`src/rtl/configurable_division.sv`:
```
`default_nettype none
// +--------------------------------------------------------------------------+
// | configurable_division: signed restoring divider. Runs one 16-bit lane or |
// | one or two 8-bit lanes, one quotient bit per lane per CALC cycle.        |
// | Revision: 1.0                                                            |
// +--------------------------------------------------------------------------+
module configurable_division (
  input  logic        clk_i,
  input  logic        reset_i,
  input  logic        enable_i,
  input  logic [1:0]  cm_i,
  input  logic [15:0] dividend_i,
  input  logic [15:0] divisor_i,
  output logic [15:0] quotient_o,
  output logic [15:0] remainder_o,
  output logic        data_valid_o,
  output logic        busy_o,
  output logic [1:0]  div_by_zero_o
);

  localparam logic [1:0] c_s_idle = 2'd0;
  localparam logic [1:0] c_s_calc = 2'd1;
  localparam logic [1:0] c_s_fix  = 2'd2;

  logic [1:0]  r_state;
  logic [3:0]  r_count;
  logic        r_wide;
  logic        r_dual;
  logic [15:0] r_dend;
  logic [15:0] r_dsor;

  // 16-bit engine: partial remainder, shifting dividend/quotient, divisor magnitude
  logic [16:0] r_wa;
  logic [15:0] r_wq;
  logic [15:0] r_wd;

  // 8-bit lane engines, lane 0 = bits [7:0], lane 1 = bits [15:8]
  logic [1:0][8:0] r_la;
  logic [1:0][7:0] r_lq;
  logic [1:0][7:0] r_ld;

  logic            w_start;
  logic            w_last;
  logic [16:0]     w_wshift;
  logic            w_wge;
  logic [16:0]     w_wa_next;
  logic [15:0]     w_wq_fix;
  logic [15:0]     w_wr_fix;
  logic            w_wz;
  logic [1:0][8:0] w_la_next;
  logic [1:0][7:0] w_lq_next;
  logic [1:0][7:0] w_lq_fix;
  logic [1:0][7:0] w_lr_fix;
  logic [1:0]      w_lz;

  function automatic logic [15:0] mag16(input logic [15:0] x);
    return x[15] ? (~x + 16'd1) : x;
  endfunction

  function automatic logic [7:0] mag8(input logic [7:0] x);
    return x[7] ? (~x + 8'd1) : x;
  endfunction

  assign w_start = (r_state == c_s_idle) && enable_i;
  assign w_last  = (r_count == (r_wide ? 4'd15 : 4'd7));

  assign w_wshift  = {r_wa[15:0], r_wq[15]};
  assign w_wge     = (w_wshift >= {1'b0, r_wd});
  assign w_wa_next = w_wge ? (w_wshift - {1'b0, r_wd}) : w_wshift;

  assign w_wz     = (r_dsor == 16'd0);
  assign w_wq_fix = w_wz ? 16'hFFFF :
                    ((r_dend[15] ^ r_dsor[15]) ? (~r_wq + 16'd1) : r_wq);
  assign w_wr_fix = w_wz ? r_dend :
                    (r_dend[15] ? (~r_wa[15:0] + 16'd1) : r_wa[15:0]);

  generate
    for (genvar i = 0; i < 2; i++) begin : g_lane
      logic [8:0] w_shift;
      logic       w_ge;
      logic [7:0] w_n;
      logic [7:0] w_d;

      assign w_n          = r_dend[8*i +: 8];
      assign w_d          = r_dsor[8*i +: 8];
      assign w_shift      = {r_la[i][7:0], r_lq[i][7]};
      assign w_ge         = (w_shift >= {1'b0, r_ld[i]});
      assign w_la_next[i] = w_ge ? (w_shift - {1'b0, r_ld[i]}) : w_shift;
      assign w_lq_next[i] = {r_lq[i][6:0], w_ge};

      // Zero divisor bypasses sign correction: all-ones quotient, raw dividend back
      assign w_lz[i]     = (w_d == 8'd0);
      assign w_lq_fix[i] = w_lz[i] ? 8'hFF :
                           ((w_n[7] ^ w_d[7]) ? (~r_lq[i] + 8'd1) : r_lq[i]);
      assign w_lr_fix[i] = w_lz[i] ? w_n :
                           (w_n[7] ? (~r_la[i][7:0] + 8'd1) : r_la[i][7:0]);
    end
  endgenerate

  always_ff @(posedge clk_i) begin
    if (reset_i) begin
      r_state       <= c_s_idle;
      r_count       <= 4'd0;
      r_wide        <= 1'b0;
      r_dual        <= 1'b0;
      r_dend        <= 16'd0;
      r_dsor        <= 16'd0;
      r_wa          <= 17'd0;
      r_wq          <= 16'd0;
      r_wd          <= 16'd0;
      r_la          <= '0;
      r_lq          <= '0;
      r_ld          <= '0;
      quotient_o    <= 16'd0;
      remainder_o   <= 16'd0;
      data_valid_o  <= 1'b0;
      busy_o        <= 1'b0;
      div_by_zero_o <= 2'b00;
    end else begin
      data_valid_o <= 1'b0;
      case (r_state)
        c_s_idle: begin
          if (w_start) begin
            r_state <= c_s_calc;
            r_count <= 4'd0;
            busy_o  <= 1'b1;
            r_wide  <= cm_i[1];
            r_dual  <= (cm_i == 2'b01);
            r_dend  <= dividend_i;
            r_dsor  <= divisor_i;
            r_wa    <= 17'd0;
            r_wq    <= mag16(dividend_i);
            r_wd    <= mag16(divisor_i);
            for (int i = 0; i < 2; i++) begin
              r_la[i] <= 9'd0;
              r_lq[i] <= mag8(dividend_i[8*i +: 8]);
              r_ld[i] <= mag8(divisor_i[8*i +: 8]);
            end
          end
        end
        c_s_calc: begin
          r_wa    <= w_wa_next;
          r_wq    <= {r_wq[14:0], w_wge};
          r_la    <= w_la_next;
          r_lq    <= w_lq_next;
          r_count <= r_count + 4'd1;
          if (w_last) begin
            r_state <= c_s_fix;
          end
        end
        c_s_fix: begin
          r_state      <= c_s_idle;
          busy_o       <= 1'b0;
          data_valid_o <= 1'b1;
          if (r_wide) begin
            quotient_o    <= w_wq_fix;
            remainder_o   <= w_wr_fix;
            div_by_zero_o <= {1'b0, w_wz};
          end else if (r_dual) begin
            quotient_o    <= {w_lq_fix[1], w_lq_fix[0]};
            remainder_o   <= {w_lr_fix[1], w_lr_fix[0]};
            div_by_zero_o <= w_lz;
          end else begin
            quotient_o    <= {8'd0, w_lq_fix[0]};
            remainder_o   <= {8'd0, w_lr_fix[0]};
            div_by_zero_o <= {1'b0, w_lz[0]};
          end
        end
        default: begin
          r_state <= c_s_idle;
          busy_o  <= 1'b0;
        end
      endcase
    end
  end

endmodule
`default_nettype wire

```
`config.mk`:
```
export PLATFORM = sky130hd
export DESIGN_NAME = configurable_division
export DESIGN_NICKNAME = d
export VERILOG_FILES = /design/src/rtl/configurable_division.sv
export SDC_FILE = /design/constraint.sdc
export NUM_CORES = 1
export LEC_CHECK = 0
export CORE_UTILIZATION = 40
export DETAILED_ROUTE_END_ITERATION = 7
export PLACE_DENSITY = 0.57
export SLEW_MARGIN = 10
export SYNTH_ARGS = -nofsm -noshare
export SYNTH_HDL_FRONTEND = slang
export SYNTH_SLANG_ARGS = --single-unit
```
`constraint.sdc`:
```
create_clock -name clk_i -period 2.91 [get_ports clk_i]
set_input_delay 0.291 -clock clk_i [delete_from_list [all_inputs] [get_ports clk_i]]
set_output_delay 0.291 -clock clk_i [all_outputs]
set_load 0.02 [all_outputs]
```
# Word level (Yosys, flattened, before mapping)
# Index checks and enable logic that the tools add are counted.
[op_classes] n_lt_le_gt_ge=3 n_reduce_logical=10 n_mux=44 bitwise=15 n_addsub=16 eq_ne=6
[op_table] cell="$mux 16" count=14
[op_table] cell="$mux 8" count=13
[op_table] cell="$pmux 16 s2" count=3
[op_table] cell="$add 16x1->16 const B" count=4
[op_table] cell="$add 8x1->8 const B" count=8
[op_table] cell="$not 16->16" count=4
[op_table] cell="$not 8->8" count=8
[op_table] cell="$pmux 17 s2" count=1
[op_table] cell="$ge 9x8->1" count=2
[op_table] cell="$ge 17x16->1" count=1
[op_table] cell="$mux 17" count=1
[op_table] cell="$logic_not 16->1" count=1
[op_table] cell="$logic_not 8->1" count=2
[op_table] cell="$sub 16x16->16" count=1
[op_table] cell="$mux 9" count=1
[op_table] cell="$sub 9x8->9" count=1
[op_table] cell="$mux 2" count=4
[op_table] cell="$mux 4" count=2
[op_table] cell="$pmux 4 s2" count=1
[op_table] cell="$reduce_and 2->1" count=4
[op_table] cell="$sub 8x8->8" count=1
[op_table] cell="$add 4x1->4 const B" count=1
[op_table] cell="$eq 2x1->1 const B" count=2
[op_table] cell="$eq 4x4->1" count=1
[op_table] cell="other kinds (10)" count=13
[totals] wordCells=114 output_inout_bits=36 regBits=172 inputBits=37

# Logic depth before layout (Yosys ltp)
# Gate-level depths: netlist of run 1.
[depth] ltp_word=6 depth_mapped=11 depth_no_buf=10

# Worst setup path after synthesis of run 1
# Ideal clock, no wire load.
[synth_timing] path_type="register to register" startpoint="register r_wq[15]" endpoint="register r_wa[8]" path_stages_with_launch=11 t_required_ns=2.780 setup_time_ns=0.130 n_path_buf=0 t_arrival_ns=2.221 synth_period_minus_slack_ns=2.350 path_slack_ns=0.560 cell_sequence="dfxtp_1 inv_1 ha_1 inv_1 fa_1 a211oi_1 o21bai_1 a2111o_1 a31o_2 o2111ai_1 o211ai_1"
[synth_via] elab_chain_cells=3 elab_cells_between_ends=4 cone_classes="1 x add/sub; 1 x order compare; 2 x mux"
[synth_rtl] item="from (decl)" line="34" text="logic [15:0] r_wq;"
[synth_rtl] item="from (signal assigned)" line="132" text="r_wq <= mag16(dividend_i);"
[synth_rtl] item="from (signal assigned)" line="143" text="r_wq <= {r_wq[14:0], w_wge};"
[synth_rtl] item="$sub 16x16->16 / $ge 17x16->1 (equally long branches)" line="69, 68"
[synth_rtl] item="$mux 16 *" line="69" text="assign w_wa_next = w_wge ? (w_wshift - {1'b0, r_wd}) : w_wshift;"
[synth_rtl] item="$pmux 16 s2 *" line="121" text="case (r_state)"
[synth_rtl] item="to (signal assigned)" line="142" text="r_wa <= w_wa_next;"
[synth_rtl] item="to (decl)" line="33" text="logic [16:0] r_wa;"
# Mark *: on every way between the ends. The rest lies on a longest branch, timed or not.
# A chain may end at the register's enable or synchronous reset.

# Worst setup path in the final report of run 1
# Same ends and word-level chain as after synthesis.

==> results of run 1 <==
sequential cells by signal, summed over array words and instances (netlist names):
register,cells
r_count,4
div_by_zero_o,2
r_ld,14
data_valid_o,1
r_dend,16
g_lane.w_shift,18
r_wq,16
r_wa,16
r_lq,14
quotient_o,16
remainder_o,16
r_wide,1
r_wd,15
r_dual,1
r_state,2
r_dsor,16
busy_o,1
cell usage after synthesis, types with 6 or more instances:
cell      count  area share, %
nor4_1       11           0.64
xnor2_1      58            4.7
nor3_1       32            1.5
o41ai_1       7           0.57
o31a_1        8           0.65
clkbuf_1     84            2.9
or3_1        17           0.99
o31ai_1      18            1.3
buf_2         8           0.37
a31oi_1       9           0.53
a211oi_1     45            3.2
or2_2        10           0.58
nand3_1      12           0.56
dfxtp_1     169             32
nand4_1      10           0.58
inv_1        64            2.2
a21oi_1     114            5.3
a21o_1        6           0.42
ha_1         45            5.3
mux2i_1      19            1.8
o21a_1       12           0.84
o21ai_0      70            3.3
or4_1         7           0.49
nor2b_1      16           0.93
nor2_1      148            5.2
a222oi_1     24            2.2
nand2b_1      7           0.41
nand2_1     183            6.4
xor2_1       49            4.0
a211o_1       6           0.49
o211ai_1     19            1.3
a221oi_1     11           0.90
through the flow:
step / setup slack, ps / util, % / std cells / hold slack, ps
after detailed placement: 291 / 45.5 / 1759 / 447
after CTS: 322 / 47.8 / 1791 / 167
after floorplan: 560 / - / 1397 / 427
final: 311 / 47.8 / 1791 / 187
after global placement: 354 / 45.5 / 1759 / 442
after global routing: 192 / 47.8 / 1791 / 180
per-layer routing:
metal / vias to the layer above / routed length [µm]
met3: 43 / 2030
met4: 0 / 544
met1: 4897 / 16300
li1: 5095 / -
met2: 303 / 14700
met5: - / 0
kinds of logic after synthesis:
group,Yosys count,share of synthesized area (%)
xor gates and xnor gates,107,8.74
and+or+nand+nor,482,20.4
muxes,20,1.88
adders and majority gates,48,5.81
AOI/OAI and AO/OA,408,25.8
DFF,169,31.6
buffers and inverters,163,5.83
worst max path at each step:
stage          cells after the start  slack [ps]  endpoint
2_1_floorplan                     10         560   r_wa[8]
3_3_place_gp                       9         350  r_wq[14]
3_5_place_dp                       9         290  r_wq[14]
4_1_cts                           10         320   r_wa[8]
5_1_grt                           10         190   r_wa[8]
6_report                          10         310   r_wa[8]
final cells by class:
type	instances	area (µm²)
repair buffers	126	1150
clock buffers	19	443
clock inverters	13	159
inverters	64	240
multi-input cells	1065	6730
well taps	335	419
fillers	2614	13700
flip-flops and latches	169	3380
power by group through the flow:
stage / registers (mW) / clock network [mW] / logic, mW
floorplan: 2.78 / 0 / 3.21
global placement: 2.84 / 0 / 4.36
detailed placement: 2.84 / 0 / 4.40
CTS: 2.79 / 2.42 / 4.42
global route: 2.83 / 2.52 / 4.89
finish: 2.80 / 2.38 / 4.45
worst max-delay path: cells and delay by family (launching register included):
kind,cells,cell delay (ps)
buf+inv,2,230
compound gates,6,1330
fa+ha+maj,2,610
flops,1,330
cell usage in the layout, fill, tap and decap left out, types with 17 or more instances in the layout:
master             n
or3_1             17
o31ai_1           18
dfxtp_1          169
clkbuf_16         17
nor2_1           147
xor2_1            49
nand2_1          183
o211ai_1          19
a21oi_1          114
o21ai_0           70
buf_4             53
a211oi_1          45
a222oi_1          24
mux2i_1           19
xnor2_1           58
nor3_1            32
ha_1              45
inv_1             64
clkdlybuf4s50_1   71
==> metrics.md, run 1 <==
| Metric | Value |
|---|---|
| Max stage delay on crit path | 450 ps |
| Via Count | 10.3k |
| Cell mode on critical path | inv_1 |
| Sw frac | 41.2% |
| Synth Warn # | 0 |
| Inserted Diodes | 0 |
| Failing checks | design-rule violations |
| Hold_buf cts | 0 |
| Grt ovf | 0 |
| M1 GR Usage | 34.7% |
| Mapped Nets | 1,482 |
| Starting Density | 40.9% |
| Number of synthesized flops with an enable pin | 0 |
| Met2 usage | 38.4% |
| Placed Instance Area | 11,900 µm² |
| Arrival @ worst endpoint | 2920 ps |
| Buffers added on ports | 72 |
| RR Endpoint | r_wa[8] |
| 1st-iter DRT viols | 924 |
| Crit Path Class | reg -> reg |
| First-pass GRT wire length | 53.9 mm |
| Post-CTS Setup Inserts | 0 |
| Cell internal pwr | 5.66 mW |
| Post-Syn Area | 10,700 µm² |
| Number of global-route vias before repair | 9,866 |
| # Max-Cap Violations | 0 |
| Netlist cell types | 74 |
| Final setup violation count | 0 |
| Worst path cell trace | inv_1 > ha_1 > inv_1 > fa_1 > a211oi_1 > o21bai_1 > a2111o_1 > a31o_2 > o2111ai_1 > o211ai_1 |
| Worst Path Required | 3230 ps |
| Post-DP HPWL | 24.5 mm |
| Fraction of layout cells with a size suffix above 1 | 8.10% |
| GP Congestion | 0.912 |
| Final min period | 2600 ps |
| Design Power | 9.62 mW |
| Core Region | 26,200 µm² |
| Period utilization | 89.3% |
| Met3 global-route usage | 4.19% |
| Post-synthesis sequential element count | 169 |
| Crit path max fanout | 3 |
| Worst Hold Path EP | r_dend[2] |
| Post-cts sizing count | 0 |
| Leakage Power | 4.74 nW |
| Detailed-route DRC error count | 3 |
| Crit-path slowest cell | a2111o_1 |
| GR peak layer | met2 |
| Setup TNS | 0 ps |
| Peak VDD IR | 0.321 mV |
| Worst Reg-to-Reg Cells | 10 |
| Worst hold path class | in -> reg |
| Total wire length | 33.6 mm |
| CTS sink cnt | 169 |
| Fin. Hold Viols | 0 |
| Wirelength per Cell | 18.7 µm |
| Switching Power | 3.97 mW |
| TritonCTS clock tree | done |
| RSZ-0062 raised after global routing | false |
| Part of the power in combinational logic | 46.2% |
| Clk_lat worst skew | 440 ps |
| Setup slack, reg-to-reg | 310 ps |
| Relative slew slack | 33.9% |
| Initial antenna violation count | 0 |
| Mapped Cells | 1,397 |
| Status | finished with violations |
| Num CTS Buffers | 17 |
| Largest net degree at the start of global routing | 125 |
| Die Footprint | 27,500 µm² |
| Drt first pass iters | 8 |
| Fin nets | 1,528 |
| Largest buffer count on any clock path | 2 |
| Avg Synthesized Cell Area | 7.68 µm² |
| Post-route antenna net violation count | 0 |
| Worst Skew | 12.3 ps |
| Most used DFF post-synth | dfxtp_1 |
| Post-synthesis sequential area ratio | 31.6% |
| Max Clk Rate | 385 MHz |
| Die Ht | 166 µm |
| Critical Path Start Type | flop |
| I/O pin count | 73 |
| Gr usage total | 24.6% |
| PwrDens | 768 nW/µm² |
| Via density | 5.77 |
| Worst-Margin Slew | 989 ps |
| Finished Cell Area | 12,500 µm² |
| Setup crit end kind | flop |
| Synth async-reset ratio | 0% |
| Clock power share | 24.7% |
| Flop pwr share | 29.1% |
| Area Growth Syn to Fin | 16.8% |
| H-Tree Depth | 4 |
| Die span in x | 166 µm |
| Hold Path Stages | 2 |
| Crit. Startpoint | r_wq[15] |
| Reg2reg start | r_wq[15] |
| Slew Limit Fails | 0 |
| Rows | 59 |
| Hold Path Origin | reset_i |
| Clock-pin transition on the worst setup and hold timing paths | 70 ps |
| Clock Tree Root | clkbuf_16 |
Power figures use the tool's default switching activity.
==> run 2, diff against run 1 <==
--- a/config.mk
+++ b/config.mk
@@ -5,10 +5,13 @@
 export SDC_FILE = /design/constraint.sdc
 export NUM_CORES = 1
 export LEC_CHECK = 0
+export CORE_ASPECT_RATIO = 1.4
 export CORE_UTILIZATION = 40
+export CTS_BUF_LIST = sky130_fd_sc_hd__clkbuf_2
 export DETAILED_ROUTE_END_ITERATION = 7
 export PLACE_DENSITY = 0.57
 export SLEW_MARGIN = 10
 export SYNTH_ARGS = -nofsm -noshare
 export SYNTH_HDL_FRONTEND = slang
 export SYNTH_SLANG_ARGS = --single-unit
+export TNS_END_PERCENT = 5
==> metrics.md, run 2 (synthesized netlist as in run 1, its figures left out) <==
| Metric | Value |
|---|---|
| 1st-iter DRT viols | 738 |
| Fin nets | 1,535 |
| # Max-Cap Violations | 0 |
| TritonCTS clock tree | done |
| Hold Path Stages | 3 |
| Fraction of layout cells with a size suffix above 1 | 8.35% |
| Detailed-route DRC error count | 0 |
| Slew Limit Fails | 0 |
| GP Congestion | 0.939 |
| Post-DP HPWL | 26.2 mm |
| Cell internal pwr | 5.11 mW |
| Leakage Power | 4.67 nW |
| PwrDens | 727 nW/µm² |
| Worst Reg-to-Reg Cells | 10 |
| Die Footprint | 27,500 µm² |
| Worst Skew | 67.5 ps |
| Commonest non-fill, non-tap cell in the layout | nand2_1 |
| H-Tree Depth | 4 |
| Post-cts sizing count | 0 |
| Initial antenna violation count | 1 |
| Switching Power | 3.81 mW |
| Max reg flops | 18 |
| Largest net degree at the start of global routing | 78 |
| Final setup violation count | 0 |
| Status | finished clean |
| Worst path cell trace | inv_1 > ha_1 > inv_1 > fa_1 > a211oi_1 > o21bai_1 > a2111o_1 > a31o_2 > o2111ai_1 > o211ai_1 |
| Via Count | 10.5k |
| CTS sink cnt | 169 |
| Peak VDD IR | 0.576 mV |
| Grt ovf | 0 |
| Clock power share | 17.5% |
| Num CTS Buffers | 17 |
| Clock-pin transition on the worst setup and hold timing paths | 250 ps |
| RSZ-0062 raised after global routing | false |
| Die Ht | 196 µm |
| Crit path max fanout | 3 |
| Part of the power in combinational logic | 51.1% |
| Drt first pass iters | 7 |
| Buffers added on ports | 72 |
| First-pass GRT wire length | 55.5 mm |
| Gr usage total | 25.9% |
| Critical Path Start Type | flop |
| Flop pwr share | 31.5% |
| Crit Path Class | reg -> reg |
| Rows | 70 |
| Area Growth Syn to Fin | 14.5% |
| Period utilization | 91.3% |
| Commonest cells after routing, fill and taps aside | nand2_1 (183), dfxtp_1 (169), nor2_1 (147), a21oi_1 (114), clkdlybuf4s50_1 (71) |
| Core Region | 26,200 µm² |
| Hold Slack | 95.8 ps |
| Wirelength per Cell | 19.4 µm |
| Worst path bufs/invs | 2 |
| Worst hold path class | in -> reg |
| CP delay by family, top | compound AO/OA/AOI/OAI gates |
| Total wire length | 34.7 mm |
| Sw frac | 42.7% |
| Final min period | 2660 ps |
| Crit-path slowest cell | a2111o_1 |
| Setup TNS | 0 ps |
| I/O pin count | 73 |
| Largest buffer count on any clock path | 2 |
| Clock Tree Root | clkbuf_2 |
| Max Clk Rate | 376 MHz |
| Worst Path Required | 3600 ps |
| Cell mode on critical path | inv_1 |
| Fin. Hold Viols | 0 |
| Setup crit end kind | flop |
| Arrival @ worst endpoint | 3350 ps |
| Max stage delay on crit path | 450 ps |
| Stages on worst setup path | 10 |
| Relative slew slack | 34.3% |
| Via density | 5.85 |
| Die span in x | 140 µm |
| Starting Density | 40.9% |
| Post-route antenna net violation count | 0 |
| Number of global-route vias before repair | 10.1k |
| Clk_lat worst skew | 800 ps |
| Worst-Margin Slew | 983 ps |
-- run 2: cell count changes in the layout (fill, tap and decap cells not counted), sizes merged --
| cell | previous run | this run |
|---|---|---|
| dlygate4sd3 | 0 | 1 |
| clkbuf | 19 | 20 |
| clkinv | 4 | 3 |
| diode | 0 | 2 |
| inv | 69 | 64 |
| buf | 55 | 61 |
| clkinvlp | 2 | 1 |
| bufinv | 2 | 6 |
-- run 2: per-stage QoR --
| step | cells | setup slack (ps) | area, µm² | utilization [%] | power (mW) |
|---|---|---|---|---|---|
| 2_1_floorplan | 1397 | 560 | 10700 | - | 5.98 |
| 3_3_place_gp | 1754 | 344 | 12000 | 45.7 | 7.32 |
| 3_5_place_dp | 1754 | 325 | 12000 | 45.7 | 7.34 |
| 4_1_cts | 1785 | 289 | 12300 | 46.9 | 8.93 |
| 5_1_grt | 1787 | 152 | 12300 | 46.9 | 9.52 |
| 6_report | 1787 | 252 | 12300 | 46.9 | 8.92 |
-- run 2: worst min-delay path, cell delays in order --
cell and delay, ps:
clkdlybuf4s50_1 420, nand2_1 80, a21oi_1 60
-- run 2: power by group through the flow --
stage	Combinational, mW	Sequential [mW]	Clock [mW]
detailed placement	4.49	2.85	0
global route	4.98	2.84	1.70
floorplan	3.21	2.78	0
global placement	4.47	2.85	0
finish	4.56	2.81	1.56
CTS	4.52	2.80	1.60
-- run 2: timing repair --
action	in CTS	in global routing
endpoints found under the hold margin	10	0
setup endpoints to repair	0	0
buffers inserted	0	0
hold buffers	1	0
-- run 2: area by class of cell --
type | instances | area (µm²)
sequential | 169 | 3380
timing repair buffer | 133 | 1200
clock inverter | 10 | 200
fill | 2683 | 13900
antenna | 2 | 5.00
multi-input combinational | 1065 | 6740
inverter | 64 | 240
clock buffer | 20 | 100
tap | 324 | 405
-- run 2: layer usage --
layer	routed length [µm]	up-vias	track usage, %
li1	-	5111	-
met1	14300	5043	30.3
met2	18200	272	48.3
met3	1340	35	3.00
met4	796	0	8.75
met5	0	-	0
-- run 2: path summary, 6_finish.rpt --
path / from / endpoint / slack [ps]
worst max-delay path: r_wq[15] / r_wa[8] / 250
worst min-delay path: cm_i[1] / r_wide / 100
worst max register to register: r_wq[15] / r_wa[8] / 250
worst min register to register: r_wd[7] / r_wd[7] / 470
==> run 3, diff against run 2 <==
--- a/config.mk
+++ b/config.mk
@@ -6,10 +6,11 @@
 export NUM_CORES = 1
 export LEC_CHECK = 0
 export CORE_ASPECT_RATIO = 1.4
-export CORE_UTILIZATION = 40
+export CORE_UTILIZATION = 50
 export CTS_BUF_LIST = sky130_fd_sc_hd__clkbuf_2
 export DETAILED_ROUTE_END_ITERATION = 7
-export PLACE_DENSITY = 0.57
+export HOLD_SLACK_MARGIN = 0.02
+export PLACE_DENSITY = 0.68
 export SLEW_MARGIN = 10
 export SYNTH_ARGS = -nofsm -noshare
 export SYNTH_HDL_FRONTEND = slang
==> metrics.md, run 3 (synthesized netlist as in run 1, its figures left out) <==
| Metric | Value |
|---|---|
| 1st-iter DRT viols | 765 |
| Largest buffer count on any clock path | 2 |
| Crit-path slowest cell | a2111o_1 |
| Post-CTS Setup Inserts | 0 |
| Max reg flops | 18 |
| Initial antenna violation count | 1 |
| Slew Limit Fails | 0 |
| Wirelength per Cell | 18.8 µm |
| Reg2reg start | r_wq[15] |
| RSZ-0062 raised after global routing | false |
| Crit path max fanout | 3 |
| Cell mode on critical path | inv_1 |
| Die span in x | 126 µm |
| Setup slack, reg-to-reg | 290 ps |
| CTS sink cnt | 169 |
| Setup TNS | 0 ps |
| Max Clk Rate | 381 MHz |
| Via Count | 10.4k |
| Buffers added on ports | 72 |
| Placed Instance Area | 11,800 µm² |
| Rows | 63 |
| Setup crit end kind | flop |
| Post-cts sizing count | 0 |
| Hold Path Origin | cm_i[1] |
| Num CTS Buffers | 17 |
| Placed Instances | 1,673 |
| Post-DP HPWL | 23.8 mm |
| PwrDens | 712 nW/µm² |
| RR Endpoint | r_wa[8] |
| I/O pin count | 73 |
| Commonest cells after routing, fill and taps aside | nand2_1 (183), dfxtp_1 (169), nor2_1 (147), a21oi_1 (114), clkdlybuf4s50_1 (71) |
| Leakage Power | 4.57 nW |
| Worst Path Required | 3630 ps |
| Final Non-Filler Cells | 1,707 |
| Max stage delay on crit path | 450 ps |
| Crit Path Class | reg -> reg |
| Die Footprint | 22,000 µm² |
| Worst hold path class | in -> reg |
| Dpl ws | 168 ps |
| Post-route antenna net violation count | 0 |
| Fin. Hold Viols | 0 |
| Period utilization | 90.1% |
| Arrival @ worst endpoint | 3340 ps |
| Area Growth Syn to Fin | 12.3% |
| Fin nets | 1,518 |
| Drt first pass iters | 8 |
| First-pass GRT wire length | 52.3 mm |
| Largest net degree at the start of global routing | 110 |
| Worst path cell trace | inv_1 > ha_1 > inv_1 > fa_1 > a211oi_1 > o21bai_1 > a2111o_1 > a31o_2 > o2111ai_1 > o211ai_1 |
| Total wire length | 32.2 mm |
| Design Power | 8.57 mW |
| Via density | 6.12 |
| Gr usage total | 30.1% |
| Grt ovf | 0 |
| Starting Density | 50.8% |
| Clock Tree Root | clkbuf_2 |
| Hold Slack | 66.8 ps |
| Critical Path Start Type | flop |
| Worst Reg-to-Reg Cells | 10 |
| Hold Path Stages | 3 |
| GP Congestion | 0.987 |
| Clk_lat worst skew | 790 ps |
| Number of global-route vias before repair | 9,965 |
| H-Tree Depth | 4 |
| Worst-Margin Slew | 896 ps |
| Final min period | 2620 ps |
| Die Ht | 175 µm |
| Fraction of layout cells with a size suffix above 1 | 7.40% |
| Final setup violation count | 0 |
| TritonCTS clock tree | done |
| Worst Hold Path EP | r_wide |
| Fill count | 1,997 |
| Relative slew slack | 40.2% |
| Finished Cell Area | 12,000 µm² |
| Peak VDD IR | 0.661 mV |
| Status | finished clean |
| Detailed-route DRC error count | 0 |
| Core Region | 21,100 µm² |
| # Max-Cap Violations | 0 |
| Worst Skew | 32.5 ps |
| Setup ws final | 288 ps |
| Commonest non-fill, non-tap cell in the layout | nand2_1 |
| Hold_buf cts | 1 |
| Final Util | 57.0% |
| Clock-pin transition on the worst setup and hold timing paths | 250 ps |
-- run 3: cell count changes in the layout (fill, tap and decap cells not counted) --
cell,delta
buf_4,-19
bufinv_16,-3
clkinv_4,+3
buf_12,+2
clkinv_2,+1
diode_2,-1
inv_6,+1
-- run 3: worst max path at each step --
stage / cells after the start / from / endpoint / slack [ps]
after detailed placement: 9 / divisor_i[1] / r_wd[10] / 170
after CTS: 10 / r_wq[15] / r_wa[8] / 300
final: 10 / r_wq[15] / r_wa[8] / 290
after floorplan: 10 / r_wq[15] / r_wa[8] / 560
after global placement: 9 / divisor_i[1] / r_wd[10] / 170
after global routing: 7 / r_wd[14] / r_wa[2] / 130
-- run 3: cell type report --
type                    count  area, µm²  share of cell area (%)
multi-input cells        1065       6740                    56.0
flip-flops and latches    169       3380                    28.1
repair buffers            116       1100                    9.14
well taps                 260        325                    2.70
inverters                  64        240                    2.00
clock inverters            12        150                    1.25
clock buffers              20        100                   0.831
diodes                      1       2.50                  0.0208
-- run 3: worst max-delay path: cells and delay by family (launching register included) --
kind / cells / cell delay (ps)
compound gates: 6 / 1350
flops: 1 / 390
fa+ha+maj: 2 / 600
buf+inv: 2 / 200
-- run 3: report_power, final --
group,switching [mW],total (mW),internal [mW]
logic,2.62,4.42,1.79
registers,0.288,2.82,2.53
clock network,0.850,1.34,0.488
total,3.76,8.57,4.81
-- run 3: routing by layer --
layer	routed length, µm	GRT usage (%)	part of all wire, %
met5	0	0	0
met4	1770	17.8	5.5
met3	1380	3.62	4.3
met2	16000	52.7	50
met1	13100	35.2	41
